**src/rtl/riscv_pkg.sv**
```systemverilog
// Shared RV32 constants used by the fetch and decode stages.
package riscv_pkg;

  localparam int unsigned XLEN     = 32;
  localparam logic [31:0] RESET_PC = 32'h0000_0000;
  localparam logic [31:0] NOP      = 32'h0000_0013;

  typedef enum logic [6:0] {
    OP_LOAD   = 7'b0000011,
    OP_STORE  = 7'b0100011,
    OP_RTYPE  = 7'b0110011,
    OP_ITYPE  = 7'b0010011,
    OP_BRANCH = 7'b1100011
  } opcodeE;

endpackage

```
**src/rtl/fetch_buffer.sv**
```systemverilog
// Small power-of-two FIFO holding {pc, instr} pairs between fetch and decode.
module fetch_buffer #(
  parameter int unsigned DEPTH = 2,
  parameter int unsigned WIDTH = 64
) (
  input  logic                     clk,
  input  logic                     rst,
  input  logic                     push,
  input  logic [WIDTH-1:0]         pushData,
  input  logic                     pop,
  input  logic                     flush,
  output logic [WIDTH-1:0]         headData,
  output logic [$clog2(DEPTH):0]   count
);

  localparam int unsigned AW = $clog2(DEPTH);
  localparam logic [AW:0] FULL_COUNT = DEPTH[AW:0];

  logic [WIDTH-1:0] mem [DEPTH];
  logic [AW-1:0]    rdPtr;
  logic [AW-1:0]    wrPtr;
  logic             doPush;
  logic             doPop;

  // Pop frees the head slot, so a push into a full buffer is legal in the same cycle.
  always_comb begin
    doPop  = pop & (count != '0);
    doPush = push & ((count != FULL_COUNT) | doPop);
  end

  assign headData = mem[rdPtr];

  always_ff @(posedge clk or negedge rst) begin
    if (!rst) begin
      rdPtr <= '0;
      wrPtr <= '0;
      count <= '0;
    end else if (flush) begin
      rdPtr <= '0;
      wrPtr <= '0;
      count <= '0;
    end else begin
      if (doPush) wrPtr <= wrPtr + 1'b1;
      if (doPop)  rdPtr <= rdPtr + 1'b1;
      case ({doPush, doPop})
        2'b10:   count <= count + 1'b1;
        2'b01:   count <= count - 1'b1;
        default: count <= count;
      endcase
    end
  end

  always_ff @(posedge clk) begin
    if (doPush && !flush) mem[wrPtr] <= pushData;
  end

endmodule

```
**src/rtl/fetch_unit.sv**
```systemverilog
// Instruction fetch stage: PC register, single outstanding imem request, buffered delivery to decode.
module fetch_unit
  import riscv_pkg::*;
#(
  parameter int unsigned          XLEN      = riscv_pkg::XLEN,
  parameter logic [XLEN-1:0]      RESET_PC  = riscv_pkg::RESET_PC,
  parameter int unsigned          BUF_DEPTH = 2
) (
  input  logic            clk,
  input  logic            rst,
  output logic            imem_req_valid,
  output logic [XLEN-1:0] imem_req_addr,
  input  logic            imem_rsp_valid,
  input  logic [XLEN-1:0] imem_rsp_data,
  input  logic            redirect_valid,
  input  logic [XLEN-1:0] redirect_pc,
  output logic            if_valid,
  output logic [XLEN-1:0] if_instr,
  output logic [XLEN-1:0] if_pc,
  input  logic            if_ready
);

  localparam int unsigned CW = $clog2(BUF_DEPTH) + 1;
  localparam logic [CW:0] DEPTH_LIM = BUF_DEPTH[CW:0];

  logic [XLEN-1:0]   pcQ;
  logic [XLEN-1:0]   reqPcQ;
  logic              inflightQ;
  logic [XLEN-1:0]   issueAddr;
  logic [CW-1:0]     count;
  logic [2*XLEN-1:0] head;
  logic              bufEmpty;
  logic              rspAccept;
  logic              pop;
  logic              bufPush;
  logic              bufPop;
  logic [CW:0]       occupancy;
  logic              issue;

  fetch_buffer #(
    .DEPTH (BUF_DEPTH),
    .WIDTH (2 * XLEN)
  ) u_buf (
    .clk      (clk),
    .rst      (rst),
    .push     (bufPush),
    .pushData ({reqPcQ, imem_rsp_data}),
    .pop      (bufPop),
    .flush    (redirect_valid),
    .headData (head),
    .count    (count)
  );

  // An accepted response bypasses an empty buffer so decode sees it the cycle it arrives;
  // if decode does not take it, it is queued and reappears unchanged from the buffer head.
  always_comb begin
    bufEmpty  = (count == '0);
    rspAccept = imem_rsp_valid & inflightQ & ~redirect_valid;
    if_valid  = ~redirect_valid & (~bufEmpty | rspAccept);
    pop       = if_valid & if_ready;
    bufPop    = pop & ~bufEmpty;
    bufPush   = rspAccept & ~(bufEmpty & pop);
    occupancy = {1'b0, count} + {{CW{1'b0}}, inflightQ} - {{CW{1'b0}}, pop};
    issue     = rst & (redirect_valid | (occupancy < DEPTH_LIM));
    issueAddr = redirect_valid ? {redirect_pc[XLEN-1:2], 2'b00} : pcQ;
    if (!bufEmpty) begin
      if_pc    = head[2*XLEN-1:XLEN];
      if_instr = head[XLEN-1:0];
    end else if (rspAccept) begin
      if_pc    = reqPcQ;
      if_instr = imem_rsp_data;
    end else begin
      if_pc    = '0;
      if_instr = '0;
    end
  end

  assign imem_req_valid = issue;
  assign imem_req_addr  = issueAddr;

  always_ff @(posedge clk or negedge rst) begin
    if (!rst) begin
      pcQ       <= RESET_PC;
      reqPcQ    <= '0;
      inflightQ <= 1'b0;
    end else begin
      inflightQ <= issue;
      if (issue) begin
        reqPcQ <= issueAddr;
        pcQ    <= issueAddr + XLEN'(4);
      end
    end
  end

endmodule

```
**config.mk**
```make
export PLATFORM = sky130hd
export DESIGN_NAME = fetch_unit
export DESIGN_NICKNAME = d
export VERILOG_FILES = /design/src/rtl/riscv_pkg.sv /design/src/rtl/fetch_buffer.sv /design/src/rtl/fetch_unit.sv
export SDC_FILE = /design/constraint.sdc
export NUM_CORES = 1
export LEC_CHECK = 0
export CORE_MARGIN = 2
export CORE_UTILIZATION = 45
export CTS_BUF_LIST = sky130_fd_sc_hd__clkbuf_16
export CTS_CLUSTER_SIZE = 12
export DETAILED_ROUTE_END_ITERATION = 12
export GPL_TIMING_DRIVEN = 0
export PLACE_DENSITY = 0.7
export SLEW_MARGIN = 30
export SYNTH_ARGS = -nofsm -noshare
export SYNTH_HDL_FRONTEND = slang
export SYNTH_SLANG_ARGS = --single-unit
```
**constraint.sdc**
```tcl
create_clock -name clk -period 8.9 [get_ports clk]
set_input_delay 2.67 -clock clk [delete_from_list [all_inputs] [get_ports clk]]
set_output_delay 2.67 -clock clk [all_outputs]
set_load 0.05 [all_outputs]
```
# Word-level counts from Yosys, hierarchy flattened
# Memories as Yosys holds them, arrays and structs flattened.
# Cells that the tools add are included.
# classes
reduce_logical	7
mux	13
eq_ne	3
add_sub_neg	7
magnitude_cmp	1
bitwise_logic	16
# op_table
operator	count
$mux W32	5
$add A32 B3 Y32 const B	1
$and A1 B1 Y1	10
$mux W1	6
$reduce_bool A2 Y1	3
$pmux W2 S2	1
$add A2 B1 Y3	1
$lt A3 B2 Y1 const B	1
$not A1 Y1	3
$or A1 B1 Y1	3
$reduce_bool A3 Y1	1
$sub A3 B1 Y3	1
$add A1 B1 Y1 const B	2
$add A2 B1 Y2 const B	1
$eq A2 B1 Y1 const B	1
$eq A2 B2 Y1 const B	1
$logic_not A2 Y1	1
$mux W2	1
$ne A2 B2 Y1 const B	1
$sub A2 B1 Y2 const B	1
$logic_and A1 B1 Y1	1
$logic_not A1 Y1	1
# totals
ramBits	128
memories	1
in_bits	69
output_inout_bits	98
register_bits	69
# mem_list
name	words	word_bits	read_ports	rd_clocked_by_memory_dff	wr	line	rtl
u_buf.mem	2	64	1	0	1	fetch_buffer.sv:19	logic [WIDTH-1:0] mem [DEPTH];

# Logic depth before layout (Yosys ltp)
# depth
ltp_word	12
mapped_depth	18
mapped_depth_nobuf	12

# Modules after synthesis
# From an unflattened synthesis, not the netlist that was laid out.
# hier_totals
cells_unflattened	716
hier_area_um2	9300.2
# by_module_without_submodules
module	area_each_um2	instances	seq_area_each_um2	cells_per_inst
fetch_buffer	5072.4	1	3943.8	224
fetch_unit	4227.8	1	1576.5	492

# Least setup slack after synthesis
# Ideal clock, no wire load.
# synth_path
path_type	input to output
startpoint	input port redirect_valid
endpoint	output port imem_req_valid
required_ns	6.230
path_slack_ns	-0.390
arrival_time_ns	6.620
path_buffers	7
cell_stages	16
path_cell_list	buf_6 -> buf_6 -> buf_2 -> buf_2 -> buf_2 -> a21oi_1 -> and2_1 -> ha_1 -> nand2b_1 -> fa_1 -> xnor2_1 -> a21oi_1 -> nand2b_1 -> inv_1 -> clkbuf_1 -> clkbuf_1
# synth_via
elab_chain_len	9
# synth_rtl
item	line	rtl
from (decl)	fetch_unit.sv:15	input logic redirect_valid,
$not A1 Y1 (*)	fetch_unit.sv:58, fetch_unit.sv:59	
$and A1 B1 Y1	fetch_unit.sv:58	rspAccept = imem_rsp_valid & inflightQ & ~redirect_valid;
$or A1 B1 Y1	fetch_unit.sv:59	if_valid = ~redirect_valid & (~bufEmpty | rspAccept);
$and A1 B1 Y1 (*)	fetch_unit.sv:59	
via if_valid	fetch_unit.sv:17	output logic if_valid,
$and A1 B1 Y1 (*)	fetch_unit.sv:60	pop = if_valid & if_ready;
$sub A3 B1 Y3 (*)	fetch_unit.sv:63	occupancy = {1'b0, count} + {{CW{1'b0}}, inflightQ} - {{CW{1'b0}}, pop};
$lt A3 B2 Y1 (*)	fetch_unit.sv:64	issue = rst & (redirect_valid | (occupancy < DEPTH_LIM));
$or A1 B1 Y1 (*)	fetch_unit.sv:64	
$and A1 B1 Y1 (*)	fetch_unit.sv:64	
to (decl)	fetch_unit.sv:11	output logic imem_req_valid,
# Mark *: on every way through the listed nets, which the timed path passes. The rest lies on a longest branch.

# Worst setup path in the final report
# layout_path
startpoint	input port redirect_valid
endpoint	output port imem_req_valid
# layout_via
elab_chain_len	9
# layout_rtl
item	line
$not A1 Y1	fetch_unit.sv:58, fetch_unit.sv:59
$and A1 B1 Y1	fetch_unit.sv:58
$or A1 B1 Y1	fetch_unit.sv:59
$and A1 B1 Y1	fetch_unit.sv:59
$and A1 B1 Y1	fetch_unit.sv:60
$sub A3 B1 Y3	fetch_unit.sv:63
$lt A3 B2 Y1	fetch_unit.sv:64
$or A1 B1 Y1 (*)	fetch_unit.sv:64
$and A1 B1 Y1 (*)	fetch_unit.sv:64
# Mark *: on every way between the ends. The rest lies on a longest branch, timed or not.

==> out/metrics.csv <==
stage;metric;value;unit
outcome;outcome;completed;
hold_path;worst hold path type;reg2reg;
synth;#FFs+latches synth;195;
setup_path;r2r worst-path depth;16;
setup_path;CP Launch Type;primary input;
cts;CTS max path bufs;2;
hold_path;Hold Path Origin;pcQ[28]$_DFFE_PN0P_;
setup_path;Critical Path RT;6.23;ns
global_route;vias in the first global route;6494;
drt;Final ANT Viol Nets;0;
floorplanning;Horiz. Die Dim;145.3;µm
cells_and_area;ANT cells;0;
timing;Max Clk Rate;0.1169;GHz
synth;share of flip-flops with an asynchronous set or reset;0.3436;
timing;final setup fails;0;
flow_run;# Max-Cap Violations;0;
setup_path;Crit path largest cell delay;0.38;ns
setup_path;Crit path top cell by count;buf_6;
synth;Syn Nets;836;
setup_path;CP cell instances;buf_6 -> buf_6 -> buf_4 -> buf_2 -> a21oi_2 -> and2_1 -> ha_1 -> nand2b_1 -> fa_1 -> xnor2_1 -> a21oi_1 -> nand2b_2 -> clkinvlp_4 -> clkbuf_2 -> clkbuf_4;
timing;min cycle time layout;8.555;ns
synth;Avg Cell Area, Syn;11.75;µm²
synth;Post-synth EDFFs;128;
timing;RSZ-0062 raised after global routing;no;
drt;detailed-route via count;6638;
cells_and_area;commonest cells after routing, fill and taps aside;nand2_1 (165), clkdlybuf4s50_1 (161), edfxtp_1 (128);
power_and_ir_drop;Lkg Pwr;4.207;nW
cells_and_area;layout cells sized above 1;0.08601;
cts;CTS buffer count;17;
drt;initial DRC count;384;
drt;Remaining DRCs;0;
cts;Post-CTS Hold Fix Bufs;0;
synth;Top FF cell, synth;edfxtp_1;
drt;Vias/cell;5.397;
place;routability congestion estimate;0.9088;
synth;Synth Cell Area;8979;µm²
floorplanning;io pins;167;
cts;H-tree levels;4;
timing;Pins Over Slew Limit;0;
setup_path;worst path arrival time;5.89;ns
floorplanning;Starting Density;0.4598;
floorplanning;die area;21100;µm²
setup_path;worst path bufs/invs;7;
setup_path;delay-heaviest family, CP;buffers and inverters;
synth;Seq/Total Area, Yosys;0.6148;
setup_path;r2r setup slk;4.83;ns
setup_path;WS Path Type;in2out;
synth;post-synthesis cell count;764;
cts;Clock Pin Slew Worst Setup and Hold Paths;0.07;ns
timing;Worst-Margin Slew;0.7967;ns
cts;CTS Sinks;195;
setup_path;worst-path fanout max;19;
setup_path;crit path capture type;primary output;
setup_path;Slowest cell on crit path;fa_1;
floorplanning;core footprint;19530;µm²
cts;clock root cell;clkbuf_16;
drt;first-pass iteration count of the detailed router;7;
global_route;GRT Util Overall;0.2125;
setup_path;RR Endpoint;pcQ[23]$_DFFE_PN0P_;
global_route;antenna violations before repair;0;
timing;Worst Skew;0.01064;ns
drt;Routed wire per std cell;18.16;µm
floorplanning;# rows;51;
cells_and_area;Area Growth Syn to Fin;30.23;%
timing;Slew Limit Headroom;0.4689;
synth;Synth cell types;53;
floorplanning;Die Ht;145.3;µm
power_and_ir_drop;VDD IR max;0.1396;mV
cells_and_area;commonest non-fill, non-tap cell in the layout;nand2_1;
hold_path;Hold Path End;pcQ[28]$_DFFE_PN0P_;
global_route;pin count of the biggest net entering global routing;44;
global_route;total gr overflow;0;
setup_path;r2r startpoint;u_buf.count[0]$_DFFE_PN0P_;
global_route;global-route wire length before repair;35440;µm
hold_path;hold path depth;2;
power_and_ir_drop;power density over the cells;202.2;nW/µm²
cells_and_area;final net count;1024;
cts;TritonCTS clock tree;yes;
place;Buffers on Ports;163;
cells_and_area;non-filler cells, final;1230;
drt;final WL;22340;µm
synth;Warnings, synthesis;0;
place;placed cells;1199;
place;Post-DP HPWL;15910;µm
timing;Final Hold Fails;0;
timing;period utilization;0.9613;
cts;Clk Latency, worst-skew pair;0.43;ns
power_and_ir_drop;Power Total;0.002364;W
-- power breakdown --
group          total [W]  switching, W  leakage, nW  internal, W
registers        0.00112     0.0000639         2.01      0.00105
clock network   0.000703      0.000331        0.282     0.000373
logic           0.000542      0.000351         1.92     0.000191
total            0.00236      0.000746         4.21      0.00162
-- state kept, by name, summed over array words and instances (netlist names) --
register,cells
u_buf.rdPtr,1
pcQ,32
u_buf.wrPtr,1
u_buf.count,2
u_buf.mem,128
inflightQ,1
reqPcQ,30
-- per-layer routing --
metal | global-route usage | part of all wire | vias up
met1 | 0.2903 | 0.45 | 3223
met3 | 0.03428 | 0.058 | 24
met4 | 0.05588 | 0.012 | 0
met5 | 0 | 0 | -
li1 | - | - | 3151
met2 | 0.3552 | 0.48 | 240
-- kinds of logic after synthesis --
group                      count (synthesis)  share of synthesized area
xor gates and xnor gates                  18                    0.01756
DFF                                      195                     0.6148
adders and majority gates                  3                   0.005016
buffers and inverters                     62                    0.03163
AOI/OAI and AO/OA                        138                    0.09016
muxes                                     95                     0.1088
and+or+nand+nor                          253                     0.1320
-- layout make-up --
class	instances	area, µm²
Buffer	42	211.5
Inverter	18	71.32
Clock buffer	18	450.4
Sequential cell	195	5520
Tap cell	265	331.6
Clock inverter	14	92.59
Multi-Input combinational cell	507	3196
Timing Repair Buffer	171	1819
Fill cell	1646	7834
-- how the worst max path moves through the flow --
stage	slack [ns]	end	cells after the start	startpoint
3_5_place_dp	-1.09	imem_req_valid	17	redirect_valid
2_1_floorplan	0.22	imem_req_valid	16	redirect_valid
6_report	0.34	imem_req_valid	15	redirect_valid
4_1_cts	0.06	imem_req_valid	16	redirect_valid
3_3_place_gp	-2.01	imem_req_valid	6	rst
5_1_grt	0.17	imem_req_valid	15	redirect_valid
-- cells in the mapped netlist, types with 3 or more instances --
cell type,number,share of area
nand2_1,165,0.069
edfxtp_1,128,0.43
o21ai_0,84,0.047
mux2i_1,76,0.085
dfrtp_1,67,0.19
clkbuf_1,29,0.012
nand3_1,20,0.011
inv_1,18,0.0075
mux2_2,18,0.023
nand4_1,14,0.0098
nor2_1,14,0.0059
xnor2_1,12,0.012
buf_2,10,0.0056
o21ai_1,10,0.0056
nand3b_1,8,0.0067
a21oi_1,6,0.0033
o31ai_1,6,0.0050
xor2_1,6,0.0059
nand4b_1,5,0.0049
o211ai_1,5,0.0042
or4_1,5,0.0042
a211oi_1,3,0.0025
a21boi_0,3,0.0025
a22oi_1,3,0.0025
a31oi_1,3,0.0021
and2_1,3,0.0021
buf_6,3,0.0038
nand2b_1,3,0.0021
nand3_2,3,0.0033
nor3_1,3,0.0017
nor4_1,3,0.0021
-- worst register-to-register path, delay by kind of cell (launching register included) --
| kind | cells | cell delay, ns |
|---|---|---|
| AO/OA/AOI/OAI | 3 | 0.36 |
| XOR/XNOR | 1 | 0.15 |
| adder cells (fa/ha/maj) | 2 | 0.65 |
| buffers and inverters | 5 | 1.58 |
| flip-flops | 1 | 0.37 |
| AND/OR/NAND/NOR | 5 | 0.87 |
-- through the flow --
step                      instance area (µm²)  hold WS, ns  utilization  setup WS [ns]  TNS (ns)
after floorplan                          8984       0.4450            -         0.2191         0
after global placement                  10950       0.4640       0.5606         -2.008    -2.008
after detailed placement                11140       0.4726       0.5707         -1.091    -1.091
after CTS                               11700       0.4892       0.5989        0.06243         0
after global routing                    11690       0.5141       0.5988         0.1738         0
final                                   11690       0.4854       0.5988         0.3447         0
-- repair_timing --
item / CTS / global route
setup buffers: 1 / 0
endpoints found under the setup margin: 1 / 1
gates resized for setup: 8 / 1
Note: power is estimated with default switching activity, not from simulation.
